File: config.mk
export PLATFORM = sky130hd
export DESIGN_NAME = wb_dma_arbiter_flat
export DESIGN_NICKNAME = d
export VERILOG_FILES = /design/src/rtl/wb_dma_arbiter_if.sv /design/src/rtl/wb_dma_arbiter.sv /design/src/flat_wrapper.sv
export SDC_FILE = /design/constraint.sdc
export NUM_CORES = 1
export LEC_CHECK = 0
export ABC_AREA = 1
export CAP_MARGIN = 20
export CORE_AREA = 5 5 60 62
export DETAILED_ROUTE_END_ITERATION = 12
export DIE_AREA = 0 0 65 67
export DONT_BUFFER_PORTS = 1
export HOLD_SLACK_MARGIN = 0.06
export PLACE_DENSITY = 0.65
export SLEW_MARGIN = 20
export SYNTH_ARGS = -nofsm -noshare
export SYNTH_HDL_FRONTEND = slang
export SYNTH_SLANG_ARGS = --single-unit
File: constraint.sdc
create_clock -name clk_p -period 1.3 [get_ports clk_p]
set_input_delay 0 -clock clk_p [delete_from_list [all_inputs] [get_ports clk_p]]
set_output_delay 0 -clock clk_p [all_outputs]
set_load 0.1 [all_outputs]
File: src/rtl/wb_dma_arbiter_if.sv
// Bus bundle for the CPU/DMA Wishbone arbiter: CPU port, N packed DMA ports,
// the shared master port and the grant/owner status.
interface wb_dma_arbiter_if #(
    parameter int N = 2
);
    logic              cpu_cyc_i;
    logic              cpu_stb_i;
    logic              cpu_we_i;
    logic [1:0]        cpu_sel_i;
    logic [15:0]       cpu_adr_i;
    logic [15:0]       cpu_dat_i;
    logic              cpu_ack_o;
    logic              cpu_gnt_o;

    logic [N-1:0]      dma_req_i;
    logic [N-1:0]      dma_gnt_o;
    logic [N-1:0]      dma_cyc_i;
    logic [N-1:0]      dma_stb_i;
    logic [N-1:0]      dma_we_i;
    logic [2*N-1:0]    dma_sel_i;
    logic [16*N-1:0]   dma_adr_i;
    logic [16*N-1:0]   dma_dat_i;
    logic [N-1:0]      dma_ack_o;

    logic              m_cyc_o;
    logic              m_stb_o;
    logic              m_we_o;
    logic [1:0]        m_sel_o;
    logic [15:0]       m_adr_o;
    logic [15:0]       m_dat_o;
    logic              m_ack_i;
    logic [2:0]        owner_o;

    // Arbiter side.
    modport slave (
        input  cpu_cyc_i, cpu_stb_i, cpu_we_i, cpu_sel_i, cpu_adr_i, cpu_dat_i,
        output cpu_ack_o, cpu_gnt_o,
        input  dma_req_i, dma_cyc_i, dma_stb_i, dma_we_i, dma_sel_i, dma_adr_i, dma_dat_i,
        output dma_gnt_o, dma_ack_o,
        output m_cyc_o, m_stb_o, m_we_o, m_sel_o, m_adr_o, m_dat_o,
        input  m_ack_i,
        output owner_o
    );

    // Requesters and shared-bus slave side.
    modport master (
        output cpu_cyc_i, cpu_stb_i, cpu_we_i, cpu_sel_i, cpu_adr_i, cpu_dat_i,
        input  cpu_ack_o, cpu_gnt_o,
        output dma_req_i, dma_cyc_i, dma_stb_i, dma_we_i, dma_sel_i, dma_adr_i, dma_dat_i,
        input  dma_gnt_o, dma_ack_o,
        input  m_cyc_o, m_stb_o, m_we_o, m_sel_o, m_adr_o, m_dat_o,
        output m_ack_i,
        input  owner_o
    );
endinterface

File: src/rtl/wb_dma_arbiter.sv
// Shares the processor Wishbone bus between the CPU and N DMA masters with
// round-robin DMA selection, a per-tenure transfer cap and a guaranteed CPU window.
module wb_dma_arbiter #(
    parameter int N        = 2,
    parameter int MAX_XFER = 16,
    parameter int CPU_SLOT = 8
) (
    input  logic                 clk_p,
    input  logic                 rst_n,
    wb_dma_arbiter_if.slave      bus
);
    localparam int PW = (N > 1) ? $clog2(N) : 1;
    localparam int SW = (CPU_SLOT > 0) ? $clog2(CPU_SLOT + 1) : 1;
    localparam int XW = (MAX_XFER > 0) ? $clog2(MAX_XFER + 1) : 1;

    typedef enum logic {
        S_CPU,
        S_DMA
    } state_t;

    state_t          r_state;
    state_t          w_nextState;
    logic [PW-1:0]   r_dmaIdx;
    logic [PW-1:0]   w_nextDmaIdx;
    logic [PW-1:0]   r_rrPtr;
    logic [PW-1:0]   w_nextRrPtr;
    logic [PW-1:0]   w_selIdx;
    logic [SW-1:0]   r_slotCnt;
    logic [SW-1:0]   w_nextSlotCnt;
    logic [XW-1:0]   r_xferCnt;
    logic [XW-1:0]   w_nextXferCnt;
    logic            w_anyReq;
    logic            w_capHit;
    logic            w_release;
    logic [N-1:0]    w_dmaGnt;
    logic            w_cpuGnt;

    assign w_anyReq  = |bus.dma_req_i;
    assign w_capHit  = (MAX_XFER != 0) && (r_xferCnt >= XW'(MAX_XFER));
    assign w_release = !bus.dma_cyc_i[r_dmaIdx] && (!bus.dma_req_i[r_dmaIdx] || w_capHit);

    // Scan downward so the requester closest to r_rrPtr is the last to win.
    always_comb begin
        w_selIdx = r_rrPtr;
        for (int i = N - 1; i >= 0; i--) begin
            int            j;
            logic [PW-1:0] idx;
            j = int'(r_rrPtr) + i;
            if (j >= N) j = j - N;
            idx = PW'(j);
            if (bus.dma_req_i[idx]) w_selIdx = idx;
        end
    end

    always_ff @(posedge clk_p or negedge rst_n) begin
        if (!rst_n) begin
            r_state   <= S_CPU;
            r_dmaIdx  <= '0;
            r_rrPtr   <= '0;
            r_slotCnt <= '0;
            r_xferCnt <= '0;
        end else begin
            r_state   <= w_nextState;
            r_dmaIdx  <= w_nextDmaIdx;
            r_rrPtr   <= w_nextRrPtr;
            r_slotCnt <= w_nextSlotCnt;
            r_xferCnt <= w_nextXferCnt;
        end
    end

    always_comb begin
        w_nextState   = r_state;
        w_nextDmaIdx  = r_dmaIdx;
        w_nextRrPtr   = r_rrPtr;
        w_nextSlotCnt = r_slotCnt;
        w_nextXferCnt = r_xferCnt;
        case (r_state)
            S_CPU: begin
                if (r_slotCnt != '0) w_nextSlotCnt = r_slotCnt - 1'b1;
                // A CPU cycle in progress is never broken.
                if (w_anyReq && !bus.cpu_cyc_i && (r_slotCnt == '0)) begin
                    w_nextState   = S_DMA;
                    w_nextDmaIdx  = w_selIdx;
                    w_nextXferCnt = '0;
                end
            end
            S_DMA: begin
                if (bus.m_ack_i && (r_xferCnt != '1)) w_nextXferCnt = r_xferCnt + 1'b1;
                if (w_release) begin
                    w_nextState   = S_CPU;
                    w_nextSlotCnt = SW'(CPU_SLOT);
                    w_nextRrPtr   = (r_dmaIdx == PW'(N - 1)) ? '0 : r_dmaIdx + 1'b1;
                end
            end
            default: w_nextState = S_CPU;
        endcase
    end

    always_comb begin
        w_dmaGnt = '0;
        if (r_state == S_DMA) w_dmaGnt[r_dmaIdx] = 1'b1;
    end

    assign w_cpuGnt      = (r_state == S_CPU);
    assign bus.cpu_gnt_o = w_cpuGnt;
    assign bus.dma_gnt_o = w_dmaGnt;
    assign bus.owner_o   = w_cpuGnt ? 3'd0 : 3'(r_dmaIdx) + 3'd1;

    // Acks are suppressed while reset is held so an in-flight ack goes nowhere.
    assign bus.cpu_ack_o = bus.m_ack_i & rst_n & w_cpuGnt;
    assign bus.dma_ack_o = w_dmaGnt & {N{bus.m_ack_i & rst_n}};

    always_comb begin
        bus.m_cyc_o = bus.cpu_cyc_i;
        bus.m_stb_o = bus.cpu_stb_i;
        bus.m_we_o  = bus.cpu_we_i;
        bus.m_sel_o = bus.cpu_sel_i;
        bus.m_adr_o = bus.cpu_adr_i;
        bus.m_dat_o = bus.cpu_dat_i;
        if (r_state == S_DMA) begin
            for (int k = 0; k < N; k++) begin
                if (r_dmaIdx == PW'(k)) begin
                    bus.m_cyc_o = bus.dma_cyc_i[k];
                    bus.m_stb_o = bus.dma_stb_i[k];
                    bus.m_we_o  = bus.dma_we_i[k];
                    bus.m_sel_o = bus.dma_sel_i[2*k +: 2];
                    bus.m_adr_o = bus.dma_adr_i[16*k +: 16];
                    bus.m_dat_o = bus.dma_dat_i[16*k +: 16];
                end
            end
        end
    end
endmodule
File: src/flat_wrapper.sv
// flat-port wrapper written by rule: the top's interface ports become plain ports
module wb_dma_arbiter_flat 
#(
    parameter int N        = 2,
    parameter int MAX_XFER = 16,
    parameter int CPU_SLOT = 8
)
  (clk_p, rst_n, bus_cpu_cyc_i, bus_cpu_stb_i, bus_cpu_we_i, bus_cpu_sel_i, bus_cpu_adr_i, bus_cpu_dat_i, bus_cpu_ack_o, bus_cpu_gnt_o, bus_dma_req_i, bus_dma_cyc_i, bus_dma_stb_i, bus_dma_we_i, bus_dma_sel_i, bus_dma_adr_i, bus_dma_dat_i, bus_dma_gnt_o, bus_dma_ack_o, bus_m_cyc_o, bus_m_stb_o, bus_m_we_o, bus_m_sel_o, bus_m_adr_o, bus_m_dat_o, bus_m_ack_i, bus_owner_o);
  wb_dma_arbiter_if #(.N(N)) bus_i ();
  input  logic clk_p;
  input  logic rst_n;
  input wire logic [$bits(bus_i.cpu_cyc_i)-1:0] bus_cpu_cyc_i;
  input wire logic [$bits(bus_i.cpu_stb_i)-1:0] bus_cpu_stb_i;
  input wire logic [$bits(bus_i.cpu_we_i)-1:0] bus_cpu_we_i;
  input wire logic [$bits(bus_i.cpu_sel_i)-1:0] bus_cpu_sel_i;
  input wire logic [$bits(bus_i.cpu_adr_i)-1:0] bus_cpu_adr_i;
  input wire logic [$bits(bus_i.cpu_dat_i)-1:0] bus_cpu_dat_i;
  output wire logic [$bits(bus_i.cpu_ack_o)-1:0] bus_cpu_ack_o;
  output wire logic [$bits(bus_i.cpu_gnt_o)-1:0] bus_cpu_gnt_o;
  input wire logic [$bits(bus_i.dma_req_i)-1:0] bus_dma_req_i;
  input wire logic [$bits(bus_i.dma_cyc_i)-1:0] bus_dma_cyc_i;
  input wire logic [$bits(bus_i.dma_stb_i)-1:0] bus_dma_stb_i;
  input wire logic [$bits(bus_i.dma_we_i)-1:0] bus_dma_we_i;
  input wire logic [$bits(bus_i.dma_sel_i)-1:0] bus_dma_sel_i;
  input wire logic [$bits(bus_i.dma_adr_i)-1:0] bus_dma_adr_i;
  input wire logic [$bits(bus_i.dma_dat_i)-1:0] bus_dma_dat_i;
  output wire logic [$bits(bus_i.dma_gnt_o)-1:0] bus_dma_gnt_o;
  output wire logic [$bits(bus_i.dma_ack_o)-1:0] bus_dma_ack_o;
  output wire logic [$bits(bus_i.m_cyc_o)-1:0] bus_m_cyc_o;
  output wire logic [$bits(bus_i.m_stb_o)-1:0] bus_m_stb_o;
  output wire logic [$bits(bus_i.m_we_o)-1:0] bus_m_we_o;
  output wire logic [$bits(bus_i.m_sel_o)-1:0] bus_m_sel_o;
  output wire logic [$bits(bus_i.m_adr_o)-1:0] bus_m_adr_o;
  output wire logic [$bits(bus_i.m_dat_o)-1:0] bus_m_dat_o;
  input wire logic [$bits(bus_i.m_ack_i)-1:0] bus_m_ack_i;
  output wire logic [$bits(bus_i.owner_o)-1:0] bus_owner_o;
  assign bus_i.cpu_cyc_i = bus_cpu_cyc_i;
  assign bus_i.cpu_stb_i = bus_cpu_stb_i;
  assign bus_i.cpu_we_i = bus_cpu_we_i;
  assign bus_i.cpu_sel_i = bus_cpu_sel_i;
  assign bus_i.cpu_adr_i = bus_cpu_adr_i;
  assign bus_i.cpu_dat_i = bus_cpu_dat_i;
  assign bus_cpu_ack_o = bus_i.cpu_ack_o;
  assign bus_cpu_gnt_o = bus_i.cpu_gnt_o;
  assign bus_i.dma_req_i = bus_dma_req_i;
  assign bus_i.dma_cyc_i = bus_dma_cyc_i;
  assign bus_i.dma_stb_i = bus_dma_stb_i;
  assign bus_i.dma_we_i = bus_dma_we_i;
  assign bus_i.dma_sel_i = bus_dma_sel_i;
  assign bus_i.dma_adr_i = bus_dma_adr_i;
  assign bus_i.dma_dat_i = bus_dma_dat_i;
  assign bus_dma_gnt_o = bus_i.dma_gnt_o;
  assign bus_dma_ack_o = bus_i.dma_ack_o;
  assign bus_m_cyc_o = bus_i.m_cyc_o;
  assign bus_m_stb_o = bus_i.m_stb_o;
  assign bus_m_we_o = bus_i.m_we_o;
  assign bus_m_sel_o = bus_i.m_sel_o;
  assign bus_m_adr_o = bus_i.m_adr_o;
  assign bus_m_dat_o = bus_i.m_dat_o;
  assign bus_i.m_ack_i = bus_m_ack_i;
  assign bus_owner_o = bus_i.owner_o;
  wb_dma_arbiter #(.N(N), .MAX_XFER(MAX_XFER), .CPU_SLOT(CPU_SLOT)) u_core (.clk_p(clk_p), .rst_n(rst_n), .bus(bus_i));
endmodule
==> results.tsv, run 1 <==
stage	metric	value	unit
outcome	status	did not finish	
outcome	failing step	4_1_cts	
outcome	Run Error	[ERROR DPL-0038] Utilization greater than 100%, impossible to legalize	
yosys	mean post-synth cell area	5.51	um^2
yosys	post-synthesis instance area	1430	um^2
yosys	simple-gate share of the synthesized area	0.612	
yosys	count of cell types in the netlist	23	
place	gpl congestion	0.829	
clock_network	CTS buffer count	3	
yosys	synthesized flop and latch total	12	
yosys	Synth area leader	nand2_1	
clock_network	maximum buffer depth of the clock tree	2	
clock_network	Root Buffer	clkbuf_4	
yosys	top-area cell type share of the netlist area	0.368	
die	Initial Utilization	0.479	
yosys	synth top area cells	nand2_1, dfrtp_1, nand3_1	
die	die height	67	um
place	HPWL reported at the end of detailed placement	6.22	mm
die	FP Rows	20	
clock_network	Sink Count	12	
die	die width	65	um
place	Buffers on Ports	0	
yosys	Synth Area in XOR/XNOR	0.0123	
clock_network	CTS Hold Bufs	6	
yosys	Syn. warnings	0	
clock_network	Setup Buffers After CTS	8	
clock_network	H-tree depth	1	
yosys	mux contribution to synthesized area	0	
yosys	post-synthesis adder-cell area fraction	0.0263	
yosys	syn_nets	378	
yosys	main combinational cell family by area after synthesis	simple AND/OR/NAND/NOR gates	
place	setup slack at placement	-0.272	ns
yosys	Compound-Gate Fraction of Synth Area	0.0237	
yosys	sequential fraction of the synthesis area	0.210	
clock_network	post-CTS sizing	66	
yosys	synthesized instance count	259	
die	IO Pins	162	
[synth_stat cells]
cell      instances
nand3b_1          1
clkbuf_1          1
inv_1             9
nor2_1           11
inv_4             1
o21ai_2           1
nor2_4            1
or2_0             1
xor2_1            2
buf_6             5
nand2_2           3
nor3b_1           1
buf_2             4
inv_2             3
buf_4             4
nand2_1         140
o21ai_1           2
nand3_2           1
o21ai_0           3
nand3_1          49
dfrtp_1          12
ha_1              3
conb_1            1
[cells by family after synthesis]
kind of cell / after synthesis
DFF: 12
adders and majority gates: 3
AOI/OAI and AO/OA: 6
buffers and inverters: 27
other: 1
and+or+nand+nor: 208
xor gates and xnor gates: 2
[per-stage QoR]
stage / area (um^2) / setup TNS [ns] / instances
after floorplan: 1850 / -1.18 / 259
after global placement: 2760 / -0.453 / 333
after detailed placement: 2760 / -1.57 / 333
==> inputs of run 2 (changes only) <==
Settings changed: CORE_AREA 5 5 60 62 to 5 5 66 68, DIE_AREA 0 0 65 67 to 0 0 71 73, HOLD_SLACK_MARGIN 0.06 to unset, PLACE_DENSITY 0.65 to unset, PLACE_DENSITY_LB_ADDON set to 0.15.
Clock period 1.3 ns to 1.69 ns, I/O delays scaled along.
==> results.tsv, run 2 <==
stage	metric	value	unit
outcome	status	complete, no violations	
route	DRT Pass-1 Iters	4	
layout	Largest Register	u_core.r_xferCnt	
layout	Non-Filler Instances	347	
flow_run	Max-Cap Viols	0	
critical_path	flop2flop setup slack	0.14	ns
die	IO Pins	162	
yosys	synthesized flop and latch total	12	
clock_network	clk slew on worst S/H paths	0.05	ns
layout	Post-Route Utilization	0.620	
sta	Setup TNS	0	ns
layout	Antenna Cells	0	
yosys	top-area cell type share of the netlist area	0.368	
route	via count	1781	
layout	Finished Cell Area	2350	um^2
yosys	number of synthesized flops with an enable pin	0	
clock_network	Sink Count	12	
grt	largest net degree at the start of global routing	42	
layout	Layout fillers	338	
clock_network	maximum buffer depth of the clock tree	2	
die	die height	73	um
sta	final setup vio count	0	
layout	share of cells above drive strength 1	0.246	
yosys	Synth area leader	nand2_1	
yosys	most common cell in the netlist	nand2_1	
clock_network	H-tree depth	1	
critical_path	Critical Path RT	1.69	ns
die	die width	71	um
place	HPWL reported at the end of detailed placement	4.38	mm
yosys	Commonest cells post-synth	nand2_1, nand3_1, dfrtp_1, nor2_1, inv_1	
yosys	mean post-synth cell area	5.51	um^2
yosys	synthesized instance count	259	
yosys	post-synthesis instance area	1430	um^2
route	wirelength, routed	5.49	mm
pwr	Peak VDD IR	1.20	mV
place	Placed Area	2280	um^2
place	gpl congestion	0.794	
yosys	Syn. warnings	0	
sta	Tmin final	1.61	ns
yosys	syn_nets	378	
die	die area	5180	um^2
grt	antenna violations before repair	0	
grt	vias in the first global route	1506	
hold_path	min-delay worst type	in -> reg	
yosys	sequential fraction of the synthesis area	0.210	
clock_network	CTS buffer count	3	
place	DP Cell Count	341	
clock_network	worst skew pair latency	0.24	ns
grt	first-pass GRT wire length	7.93	mm
route	Residual DRC	0	
sta	pins over their slew limit	0	
layout	nets	418	
sta	Final Skew	0.00145	ns
critical_path	crit path max fanout	38	
grt	grt ovf	0	
sta	Slew @ Worst Pin	0.577	ns
sta	RSZ-0062 raised after global routing	false	
route	DRT iter0 DRCs	88	
route	Avg WL per Cell	15.8	um
die	FP Rows	23	
clock_network	CTS tree	done	
layout	multi-input logic area	1020	um^2
layout	largest registers	u_core.r_xferCnt x5, u_core.r_slotCnt x4	
layout	P&R area growth vs syn	64.9	%
critical_path	CP Data Arrival Time	1.61	ns
pwr	PwrDens	2920	nW/um^2
critical_path	crit path kind	reg -> out	
route	Vias/cell	5.13	
grt	GRT Total Usage	0.193	
critical_path	CP Launch Type	flop	
sta	final hold vios	0	
layout	FF+latch area	302	um^2
route	Final ANT Viol Nets	0	
sta	period utilization	0.951	
critical_path	Worst setup EP type	primary output	
die	Initial Utilization	0.376	
sta	Achievable Freq	622	MHz
die	core area	3800	um^2
yosys	synth top area cells	nand2_1, dfrtp_1, nand3_1	
yosys	ys async rst share	1.00	
yosys	dominant synthesized flop cell	dfrtp_1	
pwr	static leakage	1.18	nW
layout	max FFs per register	5	
yosys	count of cell types in the netlist	23	
layout	most common cell after layout, fill and taps aside	nand2_1	
layout	most frequent cells in the layout	nand2_1, nand3_1, buf_12, dfrtp_1, nand3_2	
place	Buffers on Ports	0	
sta	Fin Hold WS	0.0256	ns
clock_network	Root Buffer	clkbuf_8	
sta	Rel. slew slack	0.614	
[run 2: metal layers]
| layer | global-route usage | wire length [um] | vias up |
|---|---|---|---|
| li1 | - | - | 893 |
| met1 | 0.230 | 1950 | 779 |
| met2 | 0.326 | 2830 | 99 |
| met3 | 0.0551 | 599 | 10 |
| met4 | 0.0772 | 116 | 0 |
| met5 | 0 | 0 | - |
[run 2: cells by family after synthesis]
logic type | share of synthesized area
xor+xnor | 0.0123
other cells | 0.00263
simple gates | 0.612
fa+ha+maj | 0.0263
compound gates | 0.0237
buf+inv | 0.113
flops | 0.210
[run 2: timing repair]
action / CTS / global route
hold buffers: 3 / 0
setup endpoints to repair: 0 / 9
endpoints found under the hold margin: 14 / 0
setup buffers: 0 / 0
resized for setup: 0 / 1
[run 2: per-stage QoR]
stage	power [mW]	worst slack, ns
2_1_floorplan	4.66	0.0677
3_3_place_gp	6.58	0.207
3_5_place_dp	6.62	0.153
4_1_cts	6.91	0.0488
5_1_grt	7.13	0.0135
6_report	6.86	0.0833
[run 2: cell type report]
cell class / instances / share of cell area
multi-input combinational: 220 / 0.434
inverter: 13 / 0.0218
timing repair buffer: 49 / 0.372
clock buffer: 3 / 0.0175
sequential: 12 / 0.128
tap: 50 / 0.0266
[run 2: report_power, final]
part	total, mW	switching, mW	internal (mW)
Sequential	0.533	0.124	0.409
Combinational	6.07	4.20	1.87
Clock	0.262	0.105	0.157
[run 2: final timing paths]
kind,end,from,cells after the start
min in group asynchronous,u_core.r_slotCnt[0]$_DFFE_PN0P_,rst_n,1
setup / recovery,bus_m_dat_o[12],u_core.r_dmaIdx$_DFFE_PN0P_,7
max in group asynchronous,u_core.r_state$_DFF_PN0_,rst_n,1
setup reg to reg,u_core.r_xferCnt[3]$_DFFE_PN0P_,u_core.r_xferCnt[0]$_DFFE_PN0P_,8
hold reg to reg,u_core.r_rrPtr$_DFFE_PN0P_,u_core.r_rrPtr$_DFFE_PN0P_,2
hold / removal,u_core.r_dmaIdx$_DFFE_PN0P_,bus_dma_req_i[0],3
[run 2: critical path, cell delays in order (launching register included)]
cell and delay, ns:
dfrtp_1 0.45, inv_2 0.11, nand2_1 0.09, inv_2 0.08, buf_12 0.18, nand2_1 0.08
nand3_1 0.15, buf_12 0.20
No activity file was read; power rests on OpenSTA's default activity.
